--- config.mk ---
export PLATFORM = sky130hd
export DESIGN_NAME = countdown_timer
export DESIGN_NICKNAME = d
export VERILOG_FILES = /design/src/rtl/countdown_timer_pkg.sv /design/src/rtl/down_counter_core.sv /design/src/rtl/countdown_timer.sv
export SDC_FILE = /design/constraint.sdc
export NUM_CORES = 1
export LEC_CHECK = 0
export ABC_AREA = 1
export BUFFER_PORTS_ARGS = -buffer_cell sky130_fd_sc_hd__buf_2
export CORE_AREA = 2 2 39 41
export DETAILED_ROUTE_END_ITERATION = 12
export DIE_AREA = 0 0 41 43
export PLACE_DENSITY = 0.66
export SYNTH_ARGS = -nofsm -noshare
export SYNTH_HDL_FRONTEND = slang
export SYNTH_SLANG_ARGS = --single-unit
--- constraint.sdc ---
create_clock -name clk -period 4 [get_ports clk]
set_input_delay 0.4 -clock clk [delete_from_list [all_inputs] [get_ports clk]]
set_output_delay 0.4 -clock clk [all_outputs]
set_load 0.02 [all_outputs]
--- src/rtl/countdown_timer_pkg.sv ---
// Shared types and constants for the countdown timer slice.
// Build option: COUNTDOWN_AUTORELOAD_EN (see countdown_timer.sv).
package countdown_pkg;

  localparam int DEFAULT_WIDTH = 4;

  typedef enum logic [1:0] {
    IDLE = 2'd0,
    RUN  = 2'd1,
    DONE = 2'd2
  } state_t;

endpackage

--- src/rtl/down_counter_core.sv ---
// N-bit down counter register with clear, load and decrement-enable.
// Priority is clear over load over decrement; it saturates at zero.
module down_counter_core
  import countdown_pkg::*;
#(
  parameter int N = DEFAULT_WIDTH
) (
  input  logic         clk,
  input  logic         reset,
  input  logic         clear,
  input  logic         load,
  input  logic         dec,
  input  logic [N-1:0] load_val,
  output logic [N-1:0] count
);

  always_ff @(posedge clk) begin
    if (reset || clear) begin
      count <= '0;
    end else if (load) begin
      count <= load_val;
    end else if (dec && (count != '0)) begin
      count <= count - N'(1);
    end
  end

endmodule

--- src/rtl/countdown_timer.sv ---
// Three-state countdown timer (IDLE/RUN/DONE) with registered count/busy/done.
// Build option: COUNTDOWN_AUTORELOAD_EN reloads the start value at terminal count.
module countdown_timer
  import countdown_pkg::*;
#(
  parameter int N = DEFAULT_WIDTH
) (
  input  logic         clk,
  input  logic         reset,
  input  logic         start,
  input  logic [N-1:0] load_val,
  input  logic         en,
  input  logic         abort,
  output logic [N-1:0] count,
  output logic         busy,
  output logic         done
);

  state_t       state, state_n;
  logic         busy_n, done_n;
  logic         cnt_clear, cnt_load, cnt_dec;
  logic [N-1:0] cnt_data;
  logic         last_tick;

  assign last_tick = (count <= N'(1));

`ifdef COUNTDOWN_AUTORELOAD_EN
  // Start value remembered for reloading at each terminal count.
  logic [N-1:0] reload_val;

  always_ff @(posedge clk) begin
    if (reset) begin
      reload_val <= '0;
    end else if ((state != RUN) && start && (load_val != '0)) begin
      reload_val <= load_val;
    end
  end
`endif

  always_ff @(posedge clk) begin
    if (reset) begin
      state <= IDLE;
      busy  <= 1'b0;
      done  <= 1'b0;
    end else begin
      state <= state_n;
      busy  <= busy_n;
      done  <= done_n;
    end
  end

  always_comb begin
    state_n   = state;
    done_n    = 1'b0;
    cnt_clear = 1'b0;
    cnt_load  = 1'b0;
    cnt_dec   = 1'b0;
    cnt_data  = load_val;
    case (state)
      RUN: begin
        if (abort) begin
          state_n   = IDLE;
          cnt_clear = 1'b1;
        end else if (en) begin
          if (last_tick) begin
`ifdef COUNTDOWN_AUTORELOAD_EN
            cnt_load = 1'b1;
            cnt_data = reload_val;
            done_n   = 1'b1;
`else
            state_n   = DONE;
            cnt_clear = 1'b1;
            done_n    = 1'b1;
`endif
          end else begin
            cnt_dec = 1'b1;
          end
        end
      end
      default: begin
        // IDLE and DONE share start handling; DONE otherwise falls back to IDLE.
        cnt_clear = 1'b1;
        state_n   = IDLE;
        if (start) begin
          if (load_val != '0) begin
            state_n   = RUN;
            cnt_clear = 1'b0;
            cnt_load  = 1'b1;
          end else begin
            state_n = DONE;
            done_n  = 1'b1;
          end
        end
      end
    endcase
    busy_n = (state_n == RUN);
  end

  down_counter_core #(.N(N)) u_core (
    .clk      (clk),
    .reset    (reset),
    .clear    (cnt_clear),
    .load     (cnt_load),
    .dec      (cnt_dec),
    .load_val (cnt_data),
    .count    (count)
  );

endmodule
Yosys cells after proc, flatten, opt, wreduce, memory -nomap -nowiden
Index checks and enable logic that the tools add are counted.
{ "op_classes": {"n_addsub": 1, "order_cmp": 1, "eq_ne": 2, "mux": 24, "n_reduce_logical": 5} }
{ "ops": {"columns": ["operator", "n"], "rows": [
  ["$mux 1", 16],
  ["$mux 2", 6],
  ["$mux 4", 2],
  ["$reduce_bool 4->1", 2],
  ["$eq 2x1->1 const B", 2],
  ["$le 4x1->1 const B", 1],
  ["$sub 4x1->4 const B", 1],
  ["$reduce_bool 2->1", 1],
  ["$logic_and 1x1->1", 1],
  ["$logic_or 1x1->1", 1]
]} }
{ "word_totals": {"reg_bits": 8, "input_bits": 9, "output_inout_bits": 6, "elab_cells": 37} }

Depth between registers and ports, before layout
Gate-level depths: netlist of run 1.
{ "depth": {"word_depth": 8, "ltp_mapped": 9, "ltp_nobuf": 9} }

Hierarchy
Synthesis of run 1 repeated with hierarchy kept, for this count alone.
{ "hier_totals": {"hier_cells": 70, "area_unflattened_um2": 478.0} }
{ "by_module_without_submodules": {"columns": ["mod", "n_inst", "cells_each", "area_each_um2", "seq_area_each_um2"], "rows": [
  ["down_counter_core", 1, 41, 274.0, 80.1],
  ["countdown_timer", 1, 29, 203.9, 80.1]
]} }

Least setup slack after synthesis of run 1
OpenSTA, ideal clock, no wires.
{ "synth_path": {"path_type": "register to register", "start": "register u_core.count[0]", "end": "register u_core.count[0]", "setup_ns": 0.118, "arrival_time_ns": 1.338, "t_required_ns": 3.882, "setup_slack_ns": 2.544, "stages_incl_launch_ff": 9, "synth_period_minus_slack_ns": 1.456, "path_cell_list": "dfxtp_1 -> inv_1 -> ha_1 -> inv_1 -> nand2_1 -> a21boi_4 -> nand2_4 -> o21ai_1 -> nor2_1"} }
{ "synth_between": {"elab_chain_len": 7, "word_cells_on_any_way": 16} }
{ "synth_lines": {"columns": ["item", "line_no", "rtl"], "rows": [
  ["start: declaration", "down_counter_core.sv:14", "output logic [N-1:0] count"],
  ["start signal: assignment", "down_counter_core.sv:21", "count <= load_val;"],
  ["start signal: assignment", "down_counter_core.sv:23", "count <= count - N'(1);"],
  ["$le 4x1->1", "countdown_timer.sv:25", "assign last_tick = (count <= N'(1));"],
  ["$mux 1", "countdown_timer.sv:65", "if (last_tick) begin"],
  ["$mux 1", "countdown_timer.sv:64", "end else if (en) begin"],
  ["$mux 1", "countdown_timer.sv:61", "if (abort) begin"],
  ["$mux 1", "countdown_timer.sv:59", "case (state)"],
  ["$logic_and 1x1->1", "down_counter_core.sv:22", "end else if (dec && (count != '0)) begin"],
  ["$reduce_bool 2->1 (no line)", null, null]
]} }
Parallel ways exist; a longest one is shown, timed or not. The select of a mux whose other input is x is not followed.
A chain may end at the register's enable or synchronous reset.

Final worst setup path of run 1
{ "layout_path": {"start": "register u_core.count[0]", "end": "register u_core.count[2]"} }
The elaborated chain is that of the path after synthesis.

==> flow_metrics.tcl, run 1 <==
set metrics [dict create \
    path_buf_inv 2 \
    crit_path_end_kind "register" \
    core_um2 1380 \
    area_delta_synth_final_pct 21.0 \
    antenna_found_initial 0 \
    ctsResizeCount 0 \
    drt_wl_total_um 987 \
    ys_seq_elements 8 \
    synth_edf_count 0 \
    ios 15 \
    die_h_um 43 \
    post-route-period-util_pct 35.6 \
    drc 0 \
    synth.distinct_cells 19 \
    grt_first_pass_wirelength_um 1660 \
    yosysTopAreaCellShare_pct 29.8 \
    worst_slew_pin_slew_ps 223 \
    p_per_area_nw_per_um2 311 \
    cts_tree "done" \
    rows 14 \
    first_global_vias 401 \
    ant_nets 0 \
    gr-total-overflow 0 \
    cts_max_level 1 \
    status "finished, final reports clean" \
    grt.total_usage_pct 13.7 \
    avgRoutedWirePerCell_um 9.31 \
    slew_headroom_pct 85.1 \
    ff2ff_path_depth 9 \
    maxCapViolations 0 \
    crit_family "flip-flops" \
    initial_core_util_pct 38.8 \
    synth_area_per_cell_um2 7.35 \
    synth_nets 85 \
    ys_seq_area_share_pct 29.8 \
    gp_congestion 0.716 \
    required_ps 4190 \
    final_cell_mix "16 x nand2_1, 14 x buf_2, 12 x inv_1" \
    finalSetupViolCount 0 \
    critPathArrivalTime_ps 1620 \
    synthFlopType "dfxtp_1" \
    r2r_start "u_core.count[0]" \
    vias 472 \
    synthTopCellsByArea "dfxtp_1 30%, nand2_1 11%, inv_1 8.4%" \
    max_stage_delay_ps 340 \
    finalNetCount 104 \
    fmax_mhz 702 \
    final_util_pct 46.9 \
    layout_commonest_cell "nand2_1" \
    timing_hold_violations_final 0 \
    grt_start_max_net_pins 11 \
    fin_tns_setup_ps 0 \
    clkSlewWorstSetupHoldPaths_ps 50 \
    dr.pass1.iters 4 \
    r2r-end "u_core.count[2]" \
    ir_worst_vdd_v 0.000134 \
    critPathKind "reg2reg" \
    crit_path_max_fanout 6 \
    clock-root-buffer "clkbuf_4" \
    port_buffers 14 \
    crit_chain "inv_1 > ha_1 > inv_1 > nand2_1 > a21boi_4 > nand2_4 > nand2_2 > nand2_1 > a21oi_1" \
    via_per_inst 4.45 \
    fp.dieW_um 41 \
    rsz0062_at_grt "false" \
    postCtsHoldBufs 0 \
    drtIter0Drc 12 \
    die-area_um2 1760 \
    cp_slowest_cell "dfxtp_1" \
    clkSinkCount 8 \
    numCtsBuffers 3 \
    min_to "state[1]" \
    p_total_uw 202 \
    clockBufferDepth 2 \
    synth-warning-count 0 \
    fin_crit_ps 1420 \
    p_leak_uw 0.000362 \
    hpwl_um 813 \
    yosys.area.top_type "dfxtp_1" \
    drv_slew 0 \
    drive_above_1_share_pct 32.2 \
    ff2ff_setup_slack_ps 2580 \
    worstHoldPathCells 2 \
    netlist_instances 73 \
    min_from "reset" \
    n_antenna_cell 0 \
    clock_latency_ps 260 \
    clock_skew_ps 1.18 \
    start_kind "register" \
    min_path_type "in2reg" \
    synth_area_um2 537 \
    async_reset_ff_share_pct 0 \
    cts_setup_buffers 0 \
]
through the flow:
stage	setup WS, ps	area [um^2]	cells	hold WS (ps)
final	2580	649	106	325
after global routing	2410	649	106	327
after CTS	2550	649	106	318
after detailed placement	2560	627	103	545
after global placement	2600	627	103	546
after floorplan	2540	537	73	472
cell type report:
type | instances | area [um^2]
Clock buffer | 3 | 22.5
Fill cell | 157 | 734
Tap cell | 16 | 20.0
Sequential cell | 8 | 160
Multi-Input combinational cell | 52 | 328
Timing Repair Buffer | 14 | 70.1
Inverter | 13 | 48.8
state kept, by name (all words and copies together) (netlist names):
signal / cells
busy: 1
done: 1
u_core.count: 4
state: 2
cell families after synthesis:
logic type | count (synthesis) | share of synthesized area, %
AO/OA/AOI/OAI | 8 | 13.3
XOR/XNOR | 1 | 1.63
adder cells (fa/ha/maj) | 3 | 6.99
buffers and inverters | 13 | 9.09
flip-flops | 8 | 29.8
AND/OR/NAND/NOR | 40 | 39.2
report_power, final:
part           switching [uW]  total, uW  leakage, uW  internal [uW]
combinational            31.6       52.3     0.000283           20.6
sequential               3.49       87.4    0.0000653           83.9
clock                    28.2       62.6    0.0000138           34.4
total                    63.4        202     0.000362            139
Yosys cell counts (2+ instances only):
master,instances
a21oi_1,2
nor2_2,2
nand2_1,16
ha_1,3
dfxtp_1,8
nand2_4,2
nand2_2,3
inv_1,12
o211ai_1,2
nand3_1,7
nor2_1,8
worst max-delay path by stage:
stage	from	endpoint	slack, ps	cells past startpoint
5_1_grt	u_core.count[0]	u_core.count[3]	2410	9
2_1_floorplan	u_core.count[0]	u_core.count[0]	2540	8
3_5_place_dp	u_core.count[0]	u_core.count[2]	2560	9
6_report	u_core.count[0]	u_core.count[2]	2580	9
4_1_cts	u_core.count[0]	u_core.count[2]	2550	9
3_3_place_gp	u_core.count[0]	u_core.count[2]	2600	9
per-layer routing:
metal / wire length (um) / global-route usage (%)
met5: 0 / 0
met4: 19 / 8.00
met3: 64 / 3.14
met2: 415 / 19.7
met1: 487 / 17.8
worst reg2reg max path, delay by kind of cell (launching register included):
family	cells	cell delay (ps)
adder cells (fa/ha/maj)	1	250
flip-flops	1	340
AO/OA/AOI/OAI	2	290
AND/OR/NAND/NOR	4	310
buffers and inverters	2	170
No activity file was read; power rests on OpenSTA's default activity.
==> run 2, diff against run 1 <==
--- a/config.mk
+++ b/config.mk
@@ -5,12 +5,12 @@
 export SDC_FILE = /design/constraint.sdc
 export NUM_CORES = 1
 export LEC_CHECK = 0
-export ABC_AREA = 1
+export ABC_AREA = 0
 export BUFFER_PORTS_ARGS = -buffer_cell sky130_fd_sc_hd__buf_2
 export CORE_AREA = 2 2 39 41
 export DETAILED_ROUTE_END_ITERATION = 12
 export DIE_AREA = 0 0 41 43
-export PLACE_DENSITY = 0.66
+export PLACE_DENSITY = 0.61
 export SYNTH_ARGS = -nofsm -noshare
 export SYNTH_HDL_FRONTEND = slang
 export SYNTH_SLANG_ARGS = --single-unit
==> constraint.sdc (replaced) <==
create_clock -name clk -period 1.15 [get_ports clk]
set_input_delay 0.115 -clock clk [delete_from_list [all_inputs] [get_ports clk]]
set_output_delay 0.115 -clock clk [all_outputs]
set_load 0.02 [all_outputs]
==> run 2 against run 1 <==
The run now ends with negative setup slack left. Count of clock-buffer cells in the layout grew 1. Maximum frequency shrank 6.9%. Sequential power grew to 3.4 times the previous value. Global-route usage grew 2.6 points. Via count shrank 0.42%. Core utilization grew 3.6 points. First-iteration DRC count shrank 83%. Sequential share of layout area shrank 0.69 points. Critical endpoint is now u_core.count[0]. Largest cell class unchanged.
==> flow_metrics.tcl, run 2 <==
set metrics [dict create \
    synth.distinct_cells 25 \
    antenna_found_initial 0 \
    clkSinkCount 8 \
    drt_wl_total_um 1130 \
    clock_latency_ps 250 \
    min_path_type "in2reg" \
    grt.total_usage_pct 16.3 \
    via_per_inst 5.11 \
    yosys.cell_count.top_type "dfxtp_1" \
    cts_tree "done" \
    largest_register_ffs 4 \
    drv_slew 0 \
    first_global_vias 450 \
    multiInputGateArea_um2 313 \
    fillers 145 \
    start_kind "register" \
    n_antenna_cell 0 \
    synth_nets 60 \
    crit_path_max_fanout 6 \
    crit_path_end_kind "register" \
    status "finished with violations" \
    fp.dieW_um 41 \
    clock_skew_ps 4.63 \
    async_reset_ff_share_pct 0 \
    p_leak_uw 0.000306 \
    met3_length_um 74 \
    synthFlopType "dfxtp_1" \
    post-route-period-util_pct 133 \
    hpwl_um 944 \
    crit_family "compound AO/OA/AOI/OAI gates" \
    final_util_pct 50.5 \
    p_seq_share_pct 43.1 \
    die-area_um2 1760 \
    internal_power_uw 503 \
    gp_congestion 0.707 \
    critPathKind "reg2reg" \
    clock-root-buffer "clkbuf_4" \
    p_per_area_nw_per_um2 991 \
    grt_first_pass_wirelength_um 1890 \
    grt_start_max_net_pins 7 \
    reg_top3 "u_core.count (4), state (2)" \
    top_layer "met3" \
    ys_seq_area_share_pct 36.3 \
    synth_area_per_cell_um2 9.20 \
    yosys.area.top_type "dfxtp_1" \
    required_ps 1310 \
    crit_chain "inv_4 > ha_4 > or2_4 > a311oi_4 > o21bai_4 > a311oi_1" \
    fin_crit_ps 1530 \
    initial_core_util_pct 31.9 \
    clockPowerShare_pct 32.4 \
    slew_headroom_pct 78.8 \
    pwr-share-comb_pct 24.6 \
    ff_latch_area_um2 168 \
    drtIter0Drc 2 \
    ant_nets 0 \
    synthTopCellsByArea "dfxtp_1 36%, ha_1 8.5%, a311oi_1 5.9%" \
    port_buffers 14 \
    rsz0062_at_grt "true" \
    max_stage_delay_ps 350 \
    finalNetCount 89 \
    wl_met1_um 473 \
    area_delta_synth_final_pct 58.4 \
    pre_cts_slack_ps -379 \
    fin_tns_setup_ps -1750 \
    numCtsBuffers 3 \
    switching_power_uw 190 \
    drive_above_1_share_pct 55.3 \
    critPathArrivalTime_ps 1690 \
    wl_met2_um 580 \
    ios 15 \
    swShare_pct 27.4 \
    postCtsHoldBufs 0 \
    synth_area_um2 442 \
    rows 14 \
    timing_hold_violations_final 0 \
    synth-warning-count 0 \
    cp_slowest_cell "dfxtp_4" \
    cts_max_level 1 \
    netlist_instances 48 \
    finalSetupViolCount 6 \
    path_buf_inv 1 \
    clkSlewWorstSetupHoldPaths_ps 50 \
    worst_slew_pin_slew_ps 316 \
    core_um2 1380 \
    yosysTopAreaCellShare_pct 36.3 \
    setup_slack_ps -380 \
    maxCapViolations 0 \
    clockBufferDepth 2 \
    dr.pass1.iters 3 \
    final_cell_mix "14 x buf_2, 10 x buf_4, 6 x dfxtp_1" \
    ys_seq_elements 8 \
    ir_worst_vdd_v 0.000909 \
    synth_common_cells "8 x dfxtp_1, 6 x inv_1" \
    gr-total-overflow 0 \
    fmax_mhz 654 \
    failed_checks "negative setup slack" \
    drc 0 \
    top_register "u_core.count" \
    die_h_um 43 \
    layout_commonest_cell "buf_2" \
    synth_edf_count 0 \
    avgRoutedWirePerCell_um 12.3 \
    vias 470 \
]
run 2: changes by cell type after synthesis, sizes merged, moves of 3 or more:
| cell | before | now |
|---|---|---|
| nor2 | 11 | 2 |
| nand3 | 7 | 2 |
| nand2b | 0 | 3 |
| inv | 13 | 6 |
| nand2 | 21 | 1 |
| a311oi | 0 | 3 |
run 2: layer usage:
layer | GRT usage, % | vias up
li1 | - | 234
met5 | 0 | -
met4 | 2.00 | 0
met3 | 9.42 | 0
met2 | 26.9 | 14
met1 | 17.8 | 222
run 2: stage by stage:
stage | hold slack, ps | std cells | cell area [um^2] | power, uW
finish | 59.5 | 92 | 699 | 693
global route | 47.6 | 92 | 699 | 746
CTS | 50.0 | 92 | 677 | 690
detailed placement | 307 | 87 | 643 | 461
global placement | 315 | 87 | 643 | 455
floorplan | 184 | 48 | 485 | 390
run 2: final timing paths:
| path | slack [ps] | from | cells after the start | end |
|---|---|---|---|---|
| setup / recovery | -380 | u_core.count[1] | 6 | u_core.count[0] |
| hold / removal | 60 | reset | 2 | state[1] |
| setup reg to reg | -380 | u_core.count[1] | 6 | u_core.count[0] |
| hold reg to reg | 560 | u_core.count[1] | 2 | u_core.count[1] |
run 2: worst reg2reg max path, cell delays in order (launching register included):
cell	delay [ps]
dfxtp_4	350
inv_4	50
ha_4	150
or2_4	260
a311oi_4	300
o21bai_4	120
a311oi_1	200
run 2: power by group through the flow:
| stage | Sequential (uW) | Clock [uW] | Combinational (uW) |
|---|---|---|---|
| 6_report | 299 | 224 | 170 |
| 3_3_place_gp | 303 | 0 | 151 |
| 3_5_place_dp | 304 | 0 | 156 |
| 5_1_grt | 300 | 259 | 187 |
| 2_1_floorplan | 317 | 0 | 73.1 |
| 4_1_cts | 298 | 233 | 159 |
run 2: cells by family (layout without fill, tap and decap cells):
| logic type | after synthesis | after routing | share of synthesized area [%] |
|---|---|---|---|
| and+or+nand+nor | 18 | 18 | 26.6 |
| xor gates and xnor gates | 1 | 1 | 1.98 |
| AOI/OAI and AO/OA | 12 | 12 | 21.5 |
| buffers and inverters | 6 | 34 | 5.10 |
| DFF | 8 | 8 | 36.3 |
| adders and majority gates | 3 | 3 | 8.50 |
run 2: area by class of cell:
class / instances / share of cell area (%)
well taps: 16 / 2.86
inverters: 6 / 3.94
multi-input cells: 34 / 44.7
flip-flops and latches: 8 / 24.0
clock buffers: 4 / 3.76
repair buffers: 24 / 20.8
run 2: what timing repair did:
| action | CTS | global route |
|---|---|---|
| endpoints found under the setup margin | 6 | 8 |
| setup buffers | 1 | 0 |
| gates resized for setup | 0 | 4 |
| pin swaps | 0 | 2 |
| hold endpoints to repair | 0 | 0 |
==> run 3, diff against run 2 <==
--- a/config.mk
+++ b/config.mk
@@ -13,4 +13,5 @@
 export PLACE_DENSITY = 0.61
 export SYNTH_ARGS = -nofsm -noshare
 export SYNTH_HDL_FRONTEND = slang
+export SYNTH_HIERARCHICAL = 1
 export SYNTH_SLANG_ARGS = --single-unit
==> run 3 against run 2 <==
The run still ends with negative setup slack left. Sequential power barely moved. First-iteration DRC count is 50% lower. Wire length is 4.3% higher. Final cell count up 9.8%. Area after synthesis rose by 0.85%. Via count grew 11%. Combinational power increased by 11%. Critical path depth decreased by 1. Critical path type unchanged. Highest routed layer is now met4.
==> flow_metrics.tcl, run 3 <==
set metrics [dict create \
    status "finished with violations" \
    failed_checks "negative setup slack" \
    clock_skew_ps 10.5 \
    vias 523 \
    yosysTopAreaCellShare_pct 36.0 \
    gp_congestion 0.821 \
    setup_slack_ps -351 \
    min_from "reset" \
    postPlaceCellArea_um2 664 \
    clock_latency_ps 260 \
    synth_area_um2 445 \
    worstHoldPathCells 2 \
    stdcell_area_um2 721 \
    first_global_vias 523 \
    core_um2 1380 \
    clkSinkCount 8 \
    drv_slew 0 \
    async_reset_ff_share_pct 0 \
    internal_power_uw 518 \
    ys_seq_area_share_pct 36.0 \
    post-route-period-util_pct 131 \
    layout.cells.non_filler 101 \
    critPathArrivalTime_ps 1650 \
    grt_start_max_net_pins 7 \
    ios 15 \
    yosys.cell_count.top_type "dfxtp_1" \
    final_cell_mix "16 x buf_4, 14 x buf_2, 6 x nand3_1" \
    grt_first_pass_wirelength_um 2020 \
    yosys.area.top_type "dfxtp_1" \
    dr.pass1.iters 4 \
    swShare_pct 28.0 \
    clock-root-buffer "clkbuf_4" \
    rsz0062_at_grt "true" \
    netlist_instances 51 \
    via_per_inst 5.18 \
    switching_power_uw 202 \
    finalSetupViolCount 6 \
    ff2ff_path_depth 5 \
    ir_worst_vdd_v 0.000688 \
    avgRoutedWirePerCell_um 11.6 \
    slew_headroom_pct 80.7 \
    ff2ff_setup_slack_ps -350 \
    synth-warning-count 6 \
    hpwl_um 923 \
    area_delta_synth_final_pct 61.8 \
    clkSlewWorstSetupHoldPaths_ps 60 \
    fin_tns_setup_ps -1850 \
    dp.cells 96 \
    synth.distinct_cells 25 \
    synthFlopType "dfxtp_1" \
    synth_edf_count 0 \
    pwr-share-comb_pct 26.1 \
    synth_nets 61 \
    layout_commonest_cell "buf_4" \
    top_register "u_core/count" \
    die-area_um2 1760 \
    worst_slew_pin_slew_ps 286 \
    fin_crit_ps 1500 \
    min_path_type "in2reg" \
    p_per_area_nw_per_um2 999 \
    numCtsBuffers 3 \
    initial_core_util_pct 32.2 \
    reg_top3 "u_core/count (4), state (2)" \
    cts_tree "done" \
    synthTopCellsByArea "dfxtp_1 36%, nand3_1 6.7%, nor2_1 5.9%" \
    start_kind "register" \
    clockPowerShare_pct 32.7 \
    r2r-end "u_core/count[1]" \
    min_to "state[0]" \
    antenna_found_initial 0 \
    crit_path_end_kind "register" \
    finalNetCount 96 \
    ys_seq_elements 8 \
    p_seq_share_pct 41.2 \
    critPathKind "reg2reg" \
    drive_above_1_share_pct 54.1 \
    fin_hold_ws_ps 84.3 \
    synth_common_cells "8 x dfxtp_1, 7 x nor2_1, 6 x nand3_1" \
    n_antenna_cell 0 \
    rows 14 \
    largest_register_ffs 4 \
    crit_path_max_fanout 6 \
    r2r_start "u_core/count[3]" \
    fp.dieW_um 41 \
    cts_max_level 1 \
    gr-total-overflow 0 \
    fmax_mhz 666 \
    grt.total_usage_pct 17.1 \
    synth_area_per_cell_um2 8.73 \
    die_h_um 43 \
    drt_wl_total_um 1180 \
    drc 0 \
    drtIter0Drc 1 \
    required_ps 1300 \
    ant_nets 0 \
    timing_hold_violations_final 0 \
    port_buffers 14 \
    clockBufferDepth 2 \
    maxCapViolations 0 \
    postCtsHoldBufs 0 \
    p_leak_uw 0.000324 \
]
-- run 3: worst max-delay path, stage by stage, from the launching register on --
cell	delay [ps]
dfxtp_4	350
or4b_4	530
a32oi_2	230
nor2_2	100
nand3_1	100
nand3_1	70
-- run 3: worst max-delay path by stage --
stage / from / slack (ps) / depth (start not counted) / endpoint
after floorplan: u_core/count[3] / -310 / 5 / u_core/count[1]
after detailed placement: load_val[1] / -320 / 4 / u_core/count[2]
after global routing: u_core/count[3] / -410 / 5 / u_core/count[1]
final: u_core/count[3] / -350 / 5 / u_core/count[1]
after global placement: load_val[1] / -330 / 4 / u_core/count[2]
after CTS: u_core/count[3] / -320 / 5 / u_core/count[1]
-- run 3: kinds of logic after synthesis --
kind of cell / count (synthesis) / synth area share (%)
compound gates: 11 / 17.7
fa+ha+maj: 1 / 2.81
buf+inv: 4 / 3.37
flops: 8 / 36.0
mux: 1 / 2.25
simple gates: 26 / 37.9
-- run 3: per-stage QoR --
| stage | setup slack (ps) | utilization [%] | total power, uW |
|---|---|---|---|
| 2_1_floorplan | -310 | - | 387 |
| 3_3_place_gp | -333 | 48.0 | 475 |
| 3_5_place_dp | -324 | 48.0 | 475 |
| 4_1_cts | -319 | 50.9 | 726 |
| 5_1_grt | -409 | 52.1 | 772 |
| 6_report | -351 | 52.1 | 720 |
-- run 3: what timing repair did --
item / CTS / global route
buffers inserted: 1 / 1
setup endpoints to repair: 6 / 8
endpoints found under the hold margin: 0 / 0
pin swaps: 2 / 1
resized for setup: 3 / 3
-- run 3: power by group through the flow --
stage               clock network, uW  logic [uW]  registers, uW
global placement                    0         174            301
detailed placement                  0         174            301
CTS                               249         182            295
global route                      269         205            298
finish                            235         188            297
floorplan                           0        67.4            319
-- run 3: per-layer routing --
| layer | global-route usage, % | part of all wire (%) | vias up | routed length [um] |
|---|---|---|---|---|
| met5 | 0 | 0 | - | 0 |
| met4 | 12.7 | 1.8 | 0 | 21 |
| li1 | - | - | 258 | - |
| met1 | 18.5 | 40 | 244 | 469 |
| met3 | 6.81 | 6.5 | 2 | 76 |
| met2 | 25.3 | 52 | 19 | 608 |
-- run 3: final cells by class --
class | instances | area, um^2
clock buffer | 4 | 26.3
inverter | 4 | 15.0
timing repair buffer | 30 | 190
tap | 16 | 20.0
multi-input combinational | 39 | 300
fill | 142 | 663
sequential | 8 | 169
